### src/rtl/uart_tx_engine.sv
// -----------------------------------------------------------------------------
// uart_tx_engine
//   Serialises one payload per frame: start bit, DATA_BITS data bits (LSB
//   first), optional even/odd parity bit, STOP_BITS stop bits. Every bit lasts
//   CLKS_PER_BIT clocks. All outputs are registered.
//
//   Optional feature macro: UART_TX_BREAK_EN
//     Adds i_break_req and a BREAK state that holds the line low while the
//     request is high. Only entered from IDLE; wins over i_tx_valid.
//
// Ports
//   i_clk          clock, all logic on posedge
//   i_reset        synchronous active-high reset
//   i_tx_data      payload, latched on acceptance
//   i_tx_valid     payload request
//   o_tx_ready     high only in IDLE
//   i_parity_mode  00 none, 01 even, 10 odd, 11 none; latched on acceptance
//   i_break_req    (UART_TX_BREAK_EN only) hold line in break
//   o_tx           serial line, idle high
//   o_tx_busy      high while a frame or break is on the line
//   o_tx_done      one-cycle pulse when the stop bit(s) complete
// -----------------------------------------------------------------------------
module uart_tx_engine #(
  parameter int DATA_BITS    = 8,
  parameter int CLKS_PER_BIT = 868,
  parameter int STOP_BITS    = 1
) (
  input  logic                 i_clk,
  input  logic                 i_reset,
  input  logic [DATA_BITS-1:0] i_tx_data,
  input  logic                 i_tx_valid,
  output logic                 o_tx_ready,
  input  logic [1:0]           i_parity_mode,
`ifdef UART_TX_BREAK_EN
  input  logic                 i_break_req,
`endif
  output logic                 o_tx,
  output logic                 o_tx_busy,
  output logic                 o_tx_done
);

  localparam int CNT_W = (CLKS_PER_BIT > 1) ? $clog2(CLKS_PER_BIT) : 1;
  localparam int IDX_W = (DATA_BITS > 2) ? $clog2(DATA_BITS) : 2;

  localparam logic [CNT_W-1:0] CNT_LAST  = CNT_W'(CLKS_PER_BIT - 1);
  localparam logic [IDX_W-1:0] DATA_LAST = IDX_W'(DATA_BITS - 1);
  localparam logic [IDX_W-1:0] STOP_LAST = IDX_W'(STOP_BITS - 1);

  typedef enum logic [2:0] {
    S_IDLE,
    S_START,
    S_DATA,
    S_PARITY,
    S_STOP
`ifdef UART_TX_BREAK_EN
    , S_BREAK
`endif
  } state_t;

  state_t                 r_state;
  logic [CNT_W-1:0]       r_clk_cnt;   // clocks elapsed in current bit
  logic [IDX_W-1:0]       r_bit_idx;   // data bit index, reused as stop-bit index
  logic [DATA_BITS-1:0]   r_shift;     // remaining payload, bit 0 is on the line
  logic                   r_par_en;
  logic                   r_par_bit;
  logic                   r_tx;
  logic                   r_busy;
  logic                   r_done;
  logic                   r_ready;

  logic w_bit_end;
  logic w_break;
  logic w_par_en;
  logic w_par_bit;

  assign w_bit_end = (r_clk_cnt == CNT_LAST);
  assign w_par_en  = (i_parity_mode == 2'b01) || (i_parity_mode == 2'b10);
  // Even parity is the XOR of the data; odd parity is its inverse.
  assign w_par_bit = (^i_tx_data) ^ (i_parity_mode == 2'b10);

`ifdef UART_TX_BREAK_EN
  assign w_break = i_break_req;
`else
  assign w_break = 1'b0;
`endif

  always_ff @(posedge i_clk) begin
    if (i_reset) begin
      r_state   <= S_IDLE;
      r_clk_cnt <= '0;
      r_bit_idx <= '0;
      r_shift   <= '0;
      r_par_en  <= 1'b0;
      r_par_bit <= 1'b0;
      r_tx      <= 1'b1;
      r_busy    <= 1'b0;
      r_done    <= 1'b0;
      r_ready   <= 1'b1;
    end else begin
      r_done <= 1'b0;
      case (r_state)
        S_IDLE: begin
          r_clk_cnt <= '0;
          r_bit_idx <= '0;
          if (w_break) begin
`ifdef UART_TX_BREAK_EN
            r_state <= S_BREAK;
            r_tx    <= 1'b0;
            r_busy  <= 1'b1;
            r_ready <= 1'b0;
`endif
          end else if (i_tx_valid) begin
            r_shift   <= i_tx_data;
            r_par_en  <= w_par_en;
            r_par_bit <= w_par_bit;
            r_state   <= S_START;
            r_tx      <= 1'b0;
            r_busy    <= 1'b1;
            r_ready   <= 1'b0;
          end
        end

        S_START: begin
          if (w_bit_end) begin
            r_clk_cnt <= '0;
            r_bit_idx <= '0;
            r_state   <= S_DATA;
            r_tx      <= r_shift[0];
          end else begin
            r_clk_cnt <= r_clk_cnt + 1'b1;
          end
        end

        S_DATA: begin
          if (w_bit_end) begin
            r_clk_cnt <= '0;
            if (r_bit_idx == DATA_LAST) begin
              r_bit_idx <= '0;
              if (r_par_en) begin
                r_state <= S_PARITY;
                r_tx    <= r_par_bit;
              end else begin
                r_state <= S_STOP;
                r_tx    <= 1'b1;
              end
            end else begin
              r_bit_idx <= r_bit_idx + 1'b1;
              r_shift   <= r_shift >> 1;
              r_tx      <= r_shift[1];   // next bit, ahead of the shift
            end
          end else begin
            r_clk_cnt <= r_clk_cnt + 1'b1;
          end
        end

        S_PARITY: begin
          if (w_bit_end) begin
            r_clk_cnt <= '0;
            r_bit_idx <= '0;
            r_state   <= S_STOP;
            r_tx      <= 1'b1;
          end else begin
            r_clk_cnt <= r_clk_cnt + 1'b1;
          end
        end

        S_STOP: begin
          if (w_bit_end) begin
            r_clk_cnt <= '0;
            if (r_bit_idx == STOP_LAST) begin
              // Done pulse coincides with the single IDLE cycle, so a held
              // tx_valid restarts with exactly one high cycle in between.
              r_bit_idx <= '0;
              r_state   <= S_IDLE;
              r_done    <= 1'b1;
              r_busy    <= 1'b0;
              r_ready   <= 1'b1;
              r_tx      <= 1'b1;
            end else begin
              r_bit_idx <= r_bit_idx + 1'b1;
            end
          end else begin
            r_clk_cnt <= r_clk_cnt + 1'b1;
          end
        end

`ifdef UART_TX_BREAK_EN
        S_BREAK: begin
          if (!w_break) begin
            r_state <= S_IDLE;
            r_tx    <= 1'b1;
            r_busy  <= 1'b0;
            r_ready <= 1'b1;
          end
        end
`endif

        default: begin
          r_state <= S_IDLE;
          r_tx    <= 1'b1;
          r_busy  <= 1'b0;
          r_ready <= 1'b1;
        end
      endcase
    end
  end

  assign o_tx       = r_tx;
  assign o_tx_busy  = r_busy;
  assign o_tx_done  = r_done;
  assign o_tx_ready = r_ready;

endmodule

### config.mk
export PLATFORM = sky130hd
export DESIGN_NAME = uart_tx_engine
export DESIGN_NICKNAME = d
export VERILOG_FILES = /design/src/rtl/uart_tx_engine.sv
export SDC_FILE = /design/constraint.sdc
export NUM_CORES = 1
export LEC_CHECK = 0
export CAP_MARGIN = 10
export CORE_ASPECT_RATIO = 0.8
export CORE_MARGIN = 2
export CORE_UTILIZATION = 50
export CTS_CLUSTER_SIZE = 30
export DETAILED_ROUTE_END_ITERATION = 12
export GPL_ROUTABILITY_DRIVEN = 1
export HOLD_SLACK_MARGIN = 0.12
export PLACE_DENSITY = 0.75
export SLEW_MARGIN = 20
export SYNTH_ARGS = -nofsm -noshare
export SYNTH_HDL_FRONTEND = slang
export SYNTH_SLANG_ARGS = --single-unit
export TNS_END_PERCENT = 50
### constraint.sdc
create_clock -name i_clk -period 2 [get_ports i_clk]
set_input_delay 0.4 -clock i_clk [delete_from_list [all_inputs] [get_ports i_clk]]
set_output_delay 0.4 -clock i_clk [all_outputs]
set_load 0.005 [all_outputs]
# [Word-level counts from Yosys, hierarchy flattened]
# Cells that the tools add are included.
[classes] bitwise_logic=4 n_eq_ne=17 n_reduce_logical=17 n_addsub=2 muxes=36
[op_table] op="3-bit 2-to-1 mux" n=13
[op_table] op="8-bit 2-to-1 mux" n=3
[op_table] op="10-bit case mux with 2 select lines" n=1
[op_table] op="2-bit != test, second input constant" n=8
[op_table] op="8-bit case mux with 2 select lines" n=1
[op_table] op="3-bit case mux with 5 select lines" n=1
[op_table] op="1-bit 2-to-1 mux" n=12
[op_table] op="3-bit case mux with 4 select lines" n=1
[op_table] op="4-bit AND reduction" n=3
[op_table] op="10-bit by 1-bit adder with 10-bit output, second input constant" n=1
[op_table] op="10-bit == test, second input constant" n=1
[op_table] op="10-bit 2-to-1 mux" n=1
[op_table] op="8-bit XOR reduction" n=1
[op_table] op="7-bit AND reduction" n=1
[op_table] op="3-bit by 2-bit == test with 1-bit output, second input constant" n=2
[op_table] op="3-bit == test, second input constant" n=2
[op_table] op="3-bit logical NOT" n=2
[op_table] op="1-bit case mux with 3 select lines" n=2
[op_table] op="6-bit AND reduction" n=1
[op_table] op="3-bit OR reduction" n=2
[op_table] op="1-bit case mux with 5 select lines" n=1
[op_table] op="2-bit nonzero test" n=2
[op_table] op="4-bit nonzero test" n=1
[op_table] op="4-bit OR reduction" n=1
[op_table] op="10 further kinds" n=12
[totals] register_bits=30

# [Longest topological paths before layout]
[logic_depth] ltp_word=4 mapped_depth=7 ltp_nobuf=7

# [Worst setup path after synthesis]
# Ideal clock, no wire load.
[synth_path] kind="register to register" start="register r_clk_cnt[0]" end="register r_state[2]" path_stages_with_launch=7 path_buffers=0 path_slack_ns=0.259 t_arrival_ns=1.671 path_cell_list="dfxtp_1 ha_1 nand4b_1 nor3_4 nor3_2 or4_1 a21oi_1"
[synth_via] elab_chain_len=3
[synth_rtl] item="start, declared" line="61" text="logic [CNT_W-1:0] r_clk_cnt;"
[synth_rtl] item="start signal, assigned" line="130" text="r_clk_cnt <= r_clk_cnt + 1'b1;"
[synth_rtl] item="start signal, assigned" line="152" text="r_clk_cnt <= r_clk_cnt + 1'b1;"
[synth_rtl] item="start signal, assigned" line="163" text="r_clk_cnt <= r_clk_cnt + 1'b1;"
[synth_rtl] item="10-bit == test (*)" line="76" text="assign w_bit_end = (r_clk_cnt == CNT_LAST);"
[synth_rtl] item="2-bit != test (no line)"
[synth_rtl] item="7-bit AND reduction (no line) (*)"
[synth_rtl] item="end signal, assigned" line="89" text="r_state <= S_IDLE;"
[synth_rtl] item="end signal, assigned" line="116" text="r_state <= S_START;"
[synth_rtl] item="end signal, assigned" line="127" text="r_state <= S_DATA;"
[synth_rtl] item="end, declared" line="60" text="state_t r_state;"
# Mark *: on every way between the ends. The rest lies on a longest branch, timed or not.
# A chain may end at the register's enable or synchronous reset.

# [Worst setup path after layout]
[layout_path] start="register r_clk_cnt[0]" end="register r_tx, in the netlist o_tx"
[layout_via] elab_chain_len=3
[layout_rtl] item="10-bit == test (*)" line="76"
[layout_rtl] item="2-bit != test (no line)"
[layout_rtl] item="6-bit AND reduction (no line) (*)"
[layout_rtl] item="end signal, assigned" line="128" text="r_tx <= r_shift[0];"
[layout_rtl] item="end signal, assigned" line="141" text="r_tx <= r_par_bit;"
[layout_rtl] item="end signal, assigned" line="149" text="r_tx <= r_shift[1];"
[layout_rtl] item="end, declared" line="66" text="logic r_tx;"
# Marked as above.

==> metrics.yaml <==
run_status:
  status: "finished clean"
detailed_routing:
  antenna_left: 0
  dr_total_vias: 1294
  first_pass_iters: 4
  drc: 0
  wirelength_um: 3180
  routedWlPerCell_um: 13.2
  viasPerCell: 5.39
  first_iter_violations: 39
yosys:
  netlist_area_sq_um: 1580
  syn_area_per_cell_sq_um: 8.79
  ys_seq_area_frac: 0.380
  synthTopCellsByArea: "dfxtp_1, nor2_1, mux2_2, mux2i_1, xnor2_1"
  netlist_instances: 180
  synth_edf_count: 0
  ys_top_cells_by_count: "dfxtp_1, nor2_1, nand2_1, a21oi_1, o21ai_0"
  async_flop_share: 0
  synth_top_cell_by_area: "dfxtp_1"
  yosysTopAreaCellShare: 0.380
  yosysUniqueCellTypes: 41
  yosys_warnings: 0
  synth_seq_cells: 30
  syn-num-nets: 198
  synth_most_common_cell: "dfxtp_1"
  synth_ff_type: "dfxtp_1"
sta:
  fin_skew_ns: 0.00268
  maxSlewViolCount: 0
  hold_viol: 0
  finalSetupViolCount: 0
  worst_slew_pin_slew_ns: 0.552
  max_freq_ghz: 0.524
  holdWs_ns: 0.477
  relSlewSlack: 0.632
  fin_crit_ns: 1.91
  min_period_over_period: 0.954
  rsz0062_at_grt: "yes"
clock_network:
  htree_levels: 2
  clk_pin_slew_ns: 0.06
  clk_latency_ns: 0.28
  clk_path_buf_depth: 2
  cts_hold_buf: 0
  cts_tree: "done"
  numCtsBuffers: 5
  root_buffer: "clkbuf_8"
  clock-sinks: 30
global_routing:
  grt_max_degree: 21
  gr-usage-all-layers: 0.211
  grt_pass1_wl_um: 5610
  grt_remaining_overflow: 0
  grt_antenna_before_repair: 0
  grt_pass1_vias: 1309
worst_setup_path:
  crit_slowest_cell: "or3_1"
  path_class: "register to register"
  crit_path_max_fanout: 4
  critPathTopFamily: "simple AND/OR/NAND/NOR gates"
  slowest_delay_ns: 0.47
  cp_cell_sequence: "ha_1, nand4b_1, or3_1, a21o_1, a211oi_1, o21bai_1"
  arrival_ns: 2.08
  cp.required_ns: 2.17
  cp-start-kind: "register"
  critical_path_buf_inv_count: 0
  crit_path_end_kind: "register"
power_and_ir_drop:
  power_switching_share: 0.262
  p_per_area_nw_per_um2: 700
  leakage_nw: 0.683
  clkPwrFrac: 0.348
  peakVddDrop_uv: 560
  power_switching_w: 0.000343
  comb_power_share: 0.151
  pwr-share-seq: 0.501
  p_total_w: 0.00131
  p_int_w: 0.000966
floorplan:
  core-area_sq_um: 3060
  die_y_um: 54.3
  dieArea_sq_um: 3630
  pin_count: 17
  fp-row-count: 18
  initial_core_util: 0.516
  die_x_um: 66.9
hold_path:
  hp-class: "register to register"
layout:
  area_delta_synth_final_pct: 18.2
  diodes: 0
  drive_gt1_frac: 0.115
  fin_area_sq_um: 1870
  final_nets: 218
place:
  port_buffers: 16
  gp_congestion: 0.843
  dpl.hpwl_um: 2430
  place_area_sq_um: 1790
flow_run:
  maxCapViolCount: 0
per-layer routing:
layer	up-vias	share of wire	GRT usage
met5	-	0	0
met4	0	0.020	0.0952
met3	9	0.049	0.0844
met2	28	0.44	0.335
met1	593	0.49	0.254
li1	664	-	-
worst min-delay path: cells and delay by family, from the launching register on:
| family | cells | cell delay [ns] |
|---|---|---|
| simple gates | 1 | 0.06 |
| flops | 1 | 0.32 |
| compound gates | 1 | 0.05 |
final timing paths:
check,from,end,slack [ns],depth (start not counted)
worst max-delay path,r_clk_cnt[0]$_SDFFE_PP0P_,o_tx$_SDFFE_PP1P_,0.09,6
worst min-delay path,r_bit_idx[0]$_SDFFE_PP0P_,r_bit_idx[0]$_SDFFE_PP0P_,0.48,2
worst max register to register,r_clk_cnt[0]$_SDFFE_PP0P_,o_tx$_SDFFE_PP1P_,0.09,6
worst min register to register,r_bit_idx[0]$_SDFFE_PP0P_,r_bit_idx[0]$_SDFFE_PP0P_,0.48,2
flip-flops by register name, summed over array words and instances, names as in the netlist:
signal	count
o_tx_done	1
o_tx_ready	1
r_state	3
r_bit_idx	3
r_shift	8
r_par_bit	1
o_tx	1
r_par_en	1
o_tx_busy	1
r_clk_cnt	10
cell usage in the layout, fill, tap and decap left out, types with 2 or more instances in the layout:
cell type        Yosys  final
dfxtp_1             30     30
nor2_1              22     22
clkdlybuf4s50_1      0     16
nand2_1             14     14
a21oi_1             11     11
o21ai_0              9      8
xnor2_1              8      8
inv_1                7      7
nand3_1              7      7
xor2_1               7      7
mux2_2               7      7
mux2i_1              7      7
ha_1                 5      5
clkbuf_8             0      5
nor3_1               4      4
buf_4                0      4
o21a_1               3      3
a211oi_1             3      3
nand2b_1             3      3
nor3_4               2      2
o21ai_1              1      2
nor2b_1              2      2
nor4_1               2      2
or4_1                2      2
clkinv_2             0      2
metrics by stage:
stage,worst slack (ns),TNS [ns],instances,utilization
finish,0.0920,0,240,0.610
global route,-0.0421,-0.0943,240,0.610
CTS,0.0924,0,240,0.610
detailed placement,0.0360,0,233,0.585
global placement,0.0982,0,233,0.585
floorplan,0.259,0,180,-
power by group through the flow:
stage	sequential (W)	clock, W	combinational [W]
6_report	0.000656	0.000455	0.000197
5_1_grt	0.000659	0.000493	0.000219
4_1_cts	0.000655	0.000468	0.000196
3_5_place_dp	0.000668	0	0.000196
3_3_place_gp	0.000666	0	0.000189
2_1_floorplan	0.000656	0	0.000137
layout make-up:
class	instances	area, sq um
multi-input combinational	136	923
clock buffer	5	68.8
tap	40	50.0
clock inverter	2	10.0
timing repair buffer	20	190
fill	277	1190
sequential	30	601
inverter	7	26.3
cell families after synthesis:
family          Yosys count  share of synthesized area
xor+xnor                 16                     0.0973
mux                      14                     0.0942
buf+inv                  14                     0.0364
compound gates           33                      0.125
fa+ha+maj                 5                     0.0396
flops                    30                      0.380
simple gates             68                      0.228
what timing repair did:
action	CTS	global route
buffers inserted	0	0
resized for setup	0	1
endpoints found under the hold margin	0	0
setup endpoints to repair	0	18
Power figures use the tool's default switching activity.
